==> config.mk <==
export PLATFORM = sky130hd
export DESIGN_NAME = adc_sar_control
export DESIGN_NICKNAME = d
export VERILOG_FILES = /design/src/rtl/adc_sar_pkg.sv /design/src/rtl/adc_sar_bit_register.sv /design/src/rtl/adc_sar_control.sv
export SDC_FILE = /design/constraint.sdc
export NUM_CORES = 1
export LEC_CHECK = 0
export ABC_AREA = 1
export BUFFER_PORTS_ARGS = -buffer_cell sky130_fd_sc_hd__buf_2
export CAP_MARGIN = 5
export CORE_MARGIN = 2
export CORE_UTILIZATION = 39
export DETAILED_ROUTE_END_ITERATION = 12
export MAX_ROUTING_LAYER = met4
export SYNTH_ARGS = -nofsm -noshare
export SYNTH_HDL_FRONTEND = slang
export SYNTH_HIERARCHICAL = 1
export SYNTH_SLANG_ARGS = --single-unit
==> constraint.sdc <==
create_clock -name clk_dig -period 2.1 [get_ports clk_dig]
set_input_delay 0.315 -clock clk_dig [delete_from_list [all_inputs] [get_ports clk_dig]]
set_output_delay 0.315 -clock clk_dig [all_outputs]
set_load 0.02 [all_outputs]
==> src/rtl/adc_sar_pkg.sv <==
// Shared types and constants for the SAR ADC control slice.
// The ADC_SAR_AVG_EN build of adc_sar_control uses the averaging constants below.
package adc_sar_pkg;

   typedef enum logic [1:0] {
      IDLE    = 2'd0,
      SAMPLE  = 2'd1,
      CONVERT = 2'd2,
      DONE    = 2'd3
   } sar_state_t;

   localparam int SAMPLE_CNT_W = 4;

   // Four conversions are averaged, so the sum is divided by a 2-bit right shift
   localparam int AVG_DEPTH = 4;
   localparam int AVG_SHIFT = 2;

endpackage

==> src/rtl/adc_sar_bit_register.sv <==
// Decided-bit store and trial pointer for the successive-approximation search.
// The pointer walks from MSB to LSB; final_word is the stored word with the current bit resolved.
module adc_sar_bit_register #(
   parameter int RESOLUTION = 12
) (
   input  logic                  clk_dig,
   input  logic                  clear,
   input  logic                  load,
   input  logic                  step,
   input  logic                  comp_in,
   output logic [RESOLUTION-1:0] dac_word,
   output logic [RESOLUTION-1:0] final_word,
   output logic                  last_bit
);

   localparam int PTR_W = $clog2(RESOLUTION);

   logic [RESOLUTION-1:0] bits_q;
   logic [PTR_W-1:0]      ptr_q;
   logic [RESOLUTION-1:0] trial_mask;

   // Bits below the pointer are always zero, so OR-ing the mask forms the trial word
   always_comb begin
      trial_mask = {{(RESOLUTION-1){1'b0}}, 1'b1} << ptr_q;
      dac_word   = bits_q | trial_mask;
      final_word = comp_in ? (bits_q | trial_mask) : (bits_q & ~trial_mask);
      last_bit   = (ptr_q == '0);
   end

   always_ff @(posedge clk_dig) begin
      if (clear) begin
         bits_q <= '0;
         ptr_q  <= '0;
      end else if (load) begin
         bits_q <= '0;
         ptr_q  <= PTR_W'(RESOLUTION-1);
      end else if (step) begin
         bits_q <= final_word;
         if (ptr_q != '0)
            ptr_q <= ptr_q - PTR_W'(1);
      end
   end

endmodule

==> src/rtl/adc_sar_control.sv <==
// SAR ADC conversion FSM: sample, resolve one bit per clk_dig cycle, publish the result.
// Define ADC_SAR_AVG_EN to average four back-to-back conversions per start request.
module adc_sar_control
   import adc_sar_pkg::*;
#(
   parameter int RESOLUTION    = 12,
   parameter int SAMPLE_CYCLES = 2
) (
   input  logic                  clk_dig,
   input  logic                  rst_n,
   input  logic                  start_conv,
   input  logic                  comp_in,
   output logic                  ena_out,
   output logic                  sample,
   output logic [RESOLUTION-1:0] dac_word,
   output logic [RESOLUTION-1:0] result,
   output logic                  conv_done,
   output logic                  busy
);

   sar_state_t              state_q, state_d;
   logic                    start_q;
   logic                    start_rise;
   logic [SAMPLE_CNT_W-1:0] sample_cnt_q;
   logic [RESOLUTION-1:0]   result_q;
   logic                    reg_load, reg_step;
   logic [RESOLUTION-1:0]   trial_word, final_word;
   logic                    last_bit;
   logic                    conv_end;

`ifdef ADC_SAR_AVG_EN
   localparam int AVG_CNT_W = $clog2(AVG_DEPTH);

   logic [AVG_CNT_W-1:0]  avg_cnt_q;
   logic [RESOLUTION+1:0] acc_q, acc_sum;
`endif

   assign start_rise = start_conv & ~start_q;
   assign conv_end   = (state_q == CONVERT) && last_bit;
   assign result     = result_q;

   adc_sar_bit_register #(
      .RESOLUTION (RESOLUTION)
   ) u_bit_register (
      .clk_dig    (clk_dig),
      .clear      (~rst_n),
      .load       (reg_load),
      .step       (reg_step),
      .comp_in    (comp_in),
      .dac_word   (trial_word),
      .final_word (final_word),
      .last_bit   (last_bit)
   );

   always_comb begin
      state_d   = state_q;
      reg_load  = 1'b0;
      reg_step  = 1'b0;
      ena_out   = 1'b0;
      sample    = 1'b0;
      busy      = 1'b0;
      conv_done = 1'b0;
      dac_word  = '0;
      case (state_q)
         IDLE: begin
            if (start_rise)
               state_d = SAMPLE;
         end
         SAMPLE: begin
            sample  = 1'b1;
            ena_out = 1'b1;
            busy    = 1'b1;
            if (sample_cnt_q == '0) begin
               state_d  = CONVERT;
               reg_load = 1'b1;
            end
         end
         CONVERT: begin
            ena_out  = 1'b1;
            busy     = 1'b1;
            dac_word = trial_word;
            reg_step = 1'b1;
            if (last_bit)
               state_d = DONE;
         end
         DONE: begin
            ena_out = 1'b1;
            busy    = 1'b1;
`ifdef ADC_SAR_AVG_EN
            // The count has wrapped to zero once the last of the four conversions ended
            conv_done = (avg_cnt_q == '0);
            state_d   = (avg_cnt_q == '0) ? IDLE : SAMPLE;
`else
            conv_done = 1'b1;
            state_d   = IDLE;
`endif
         end
         default: state_d = IDLE;
      endcase
   end

   always_ff @(posedge clk_dig) begin
      if (!rst_n) begin
         state_q      <= IDLE;
         start_q      <= 1'b0;
         sample_cnt_q <= '0;
      end else begin
         state_q <= state_d;
         start_q <= start_conv;
         if (state_d == SAMPLE && state_q != SAMPLE)
            sample_cnt_q <= SAMPLE_CNT_W'(SAMPLE_CYCLES-1);
         else if (state_q == SAMPLE && sample_cnt_q != '0)
            sample_cnt_q <= sample_cnt_q - SAMPLE_CNT_W'(1);
      end
   end

`ifdef ADC_SAR_AVG_EN
   assign acc_sum = acc_q + {2'b00, final_word};

   always_ff @(posedge clk_dig) begin
      if (!rst_n) begin
         result_q  <= '0;
         acc_q     <= '0;
         avg_cnt_q <= '0;
      end else if (conv_end) begin
         avg_cnt_q <= avg_cnt_q + AVG_CNT_W'(1);
         if (avg_cnt_q == AVG_CNT_W'(AVG_DEPTH-1)) begin
            result_q <= acc_sum[AVG_SHIFT +: RESOLUTION];
            acc_q    <= '0;
         end else begin
            acc_q <= acc_sum;
         end
      end
   end
`else
   always_ff @(posedge clk_dig) begin
      if (!rst_n)
         result_q <= '0;
      else if (conv_end)
         result_q <= final_word;
   end
`endif

endmodule

==> results.py <==
metrics = {
    "die": {
        "die_h_um": 75.2,
        "die_area_mm2": 0.00566,
        "initial_core_util": 0.411,
        "core_area_mm2": 0.00482,
        "rows": 25,
        "fp.dieW_um": 75.2,
        "io_pins": 32,
    },
    "sta": {
        "fmax_mhz": 534,
        "min_period_ns": 1.87,
        "setup_tns_ns": 0,
        "finalHoldViolations": 0,
        "slew_headroom": 0.661,
        "setup_viol_count_final": 0,
        "period_share": 0.892,
        "fin_worst_skew_ns": 0.00338,
        "worst_pin_slew_ns": 0.507,
        "holdWs_ns": 0.223,
        "rsz0062_at_grt": "no",
        "slew_violations": 0,
    },
    "worst_setup_path": {
        "worst_ep_arrival_time_ns": 2.05,
        "rr_startpoint": "sample_cnt_q[0]$_SDFFE_PN0P_",
        "startpoint": "sample_cnt_q[0]$_SDFFE_PN0P_",
        "cp.required_ns": 2.28,
        "r2r_cells": 8,
        "cpPeakStageDelay_ns": 0.40,
        "end_kind": "flip-flop",
        "slowest_stage": "nand2_1",
        "path_class": "flip-flop to flip-flop",
        "cp_max_fo": 13,
        "startpoint_type": "flip-flop",
        "reg2reg_setup_slack_ns": 0.23,
        "reg2reg_to": "u_bit_register/bits_q[8]$_SDFFE_PP0P_",
        "cp_cell_sequence": "inv_1 -> ha_1 -> nand3_1 -> nor2_1 -> inv_1 -> nand2_1 -> o21bai_1 -> nor2_1",
    },
    "clock_network": {
        "max-clock-path-buffers": 2,
        "cts_tree": "done",
        "worstSkewPairLatency_ns": 0.28,
        "cts_setup_buffers": 0,
        "clk_pin_slew_ns": 0.07,
        "root_buffer": "clkbuf_8",
        "ctsHoldBuffers": 0,
        "post_cts_resized": 0,
        "cts_sinks": 35,
        "h-tree-depth": 2,
        "numCtsBuffers": 5,
    },
    "cells_and_area": {
        "n_fill_cell": 533,
        "drive_gt1_frac": 0.162,
        "nets": 344,
        "area_growth_pct": 12.8,
        "final_util": 0.464,
        "antenna_cells": 0,
        "layout.cells.non_filler": 406,
    },
    "logic_synthesis": {
        "synth_warnings": 6,
        "synth_area_mm2": 0.00198,
        "avgSynthCellArea_um2": 6.34,
        "synth_ff_type": "dfxtp_1",
        "synthArstFlopShare": 0,
        "synth_edf_count": 0,
        "syn-instance-count": 312,
        "synth_common_cells": "nand2_1 (85), inv_1 (56), nand3_1 (40)",
        "synth_top_area_cell": "dfxtp_1",
        "yosysMostFrequentCell": "nand2_1",
        "synthTopCellsByArea": "dfxtp_1 (35%), nand2_1 (16%), inv_1 (11%)",
        "syn_nets": 317,
        "ys_seq_elements": 35,
        "ys_types": 23,
        "ys_seq_area_frac": 0.354,
        "yosysTopAreaCellShare": 0.354,
    },
    "global_routing": {
        "grt_pass1_vias": 1660,
        "antenna_found_initial": 0,
        "grt_max_degree": 23,
        "grt-ovfl-total": 0,
        "grt_use_total": 0.179,
        "grt_pass1_wl_mm": 7.45,
    },
    "power_and_ir_drop": {
        "ir_worst_vdd_v": 0.000407,
        "power_mw": 1.75,
        "leakage_nw": 1.12,
        "power.density_mw_per_mm2": 784,
    },
    "worst_hold_path": {
        "hold_start": "start_conv",
        "hold_path.class": "input port to flip-flop",
        "min_to": "start_q$_SDFF_PN0_",
        "whs_path_depth": 3,
    },
    "route": {
        "vias": 1880,
        "antenna_left": 0,
        "wl_per_cell_um": 10.8,
        "firstDrtPassIters": 4,
        "first_iter_violations": 86,
        "drt-total-wl_mm": 4.37,
        "drc": 0,
        "routed_via_density": 4.63,
    },
    "run_status": {
        "status": "complete, no violations",
    },
    "flow_run": {
        "maxCapViolations": 0,
    },
    "placed_design": {
        "dpl.hpwl_mm": 3.21,
        "numPortBuffers": 31,
        "gp_congestion": 0.867,
        "dp.cells": 399,
    },
}
worst max path at each step:
stage / to / slack, ns / cells after the start
floorplan: u_bit_register/bits_q[0]$_SDFFE_PP0P_ / 0.49 / 10
global placement: dac_word[11] / 0.36 / 7
detailed placement: u_bit_register/bits_q[8]$_SDFFE_PP0P_ / 0.26 / 8
CTS: dac_word[11] / 0.04 / 7
global route: u_bit_register/bits_q[1]$_SDFFE_PP0P_ / 0.03 / 9
finish: u_bit_register/bits_q[8]$_SDFFE_PP0P_ / 0.23 / 8
layout by cell type (no fill, tap or decap), drive strengths merged, types with 6 or more instances in the layout:
cell type	synthesis	final
inv	60	60
nor2	33	33
nand4	8	8
buf	12	34
nand3	40	40
a21oi	30	30
clkbuf	2	6
nand2	87	87
dfxtp	35	35
stage by stage:
step / setup slack (ns) / instance area (µm²)
floorplan: 0.487 / 1980
global placement: 0.360 / 2140
detailed placement: 0.257 / 2140
CTS: 0.0422 / 2230
global route: 0.0291 / 2230
finish: 0.228 / 2230
cell type report:
| type | instances | area, µm² | share of cell area |
|---|---|---|---|
| multi-input combinational | 203 | 956 | 0.428 |
| sequential | 35 | 703 | 0.315 |
| inverter | 60 | 225 | 0.101 |
| timing repair buffer | 34 | 178 | 0.0796 |
| tap | 67 | 83.8 | 0.0375 |
| clock buffer | 6 | 82.6 | 0.0370 |
| clock inverter | 1 | 5.00 | 0.00224 |
power breakdown:
group | switching (mW) | total [mW] | internal, mW | leakage (nW)
combinational | 0.336 | 0.483 | 0.147 | 0.793
sequential | 0.0576 | 0.771 | 0.714 | 0.285
clock | 0.239 | 0.496 | 0.257 | 0.0470
total | 0.633 | 1.75 | 1.12 | 1.12
logic make-up (layout without fill, tap and decap cells):
logic type      after synthesis  in the layout  synth area share
fa+ha+maj                     1              1           0.00632
simple gates                168            168             0.380
compound gates               34             34            0.0967
buf+inv                      74            101             0.163
flops                        35             35             0.354
flip-flops by register name (all words and copies together) (netlist names):
signal	cells
start_q	1
state_q	2
result	12
u_bit_register/bits_q	12
u_bit_register/ptr_q	4
sample_cnt_q	4
critical path: cells and delay by family, from the launching register on:
| family | cells | cell delay [ns] |
|---|---|---|
| compound gates | 1 | 0.19 |
| fa+ha+maj | 1 | 0.22 |
| buf+inv | 2 | 0.23 |
| flops | 1 | 0.30 |
| simple gates | 4 | 0.82 |
metal layers:
layer / GRT usage / part of all wire
met1: 0.232 / 0.50
met2: 0.269 / 0.44
met3: 0.0415 / 0.037
met4: 0.0721 / 0.020
met5: - / 0
Note: power is estimated with default switching activity, not from simulation.
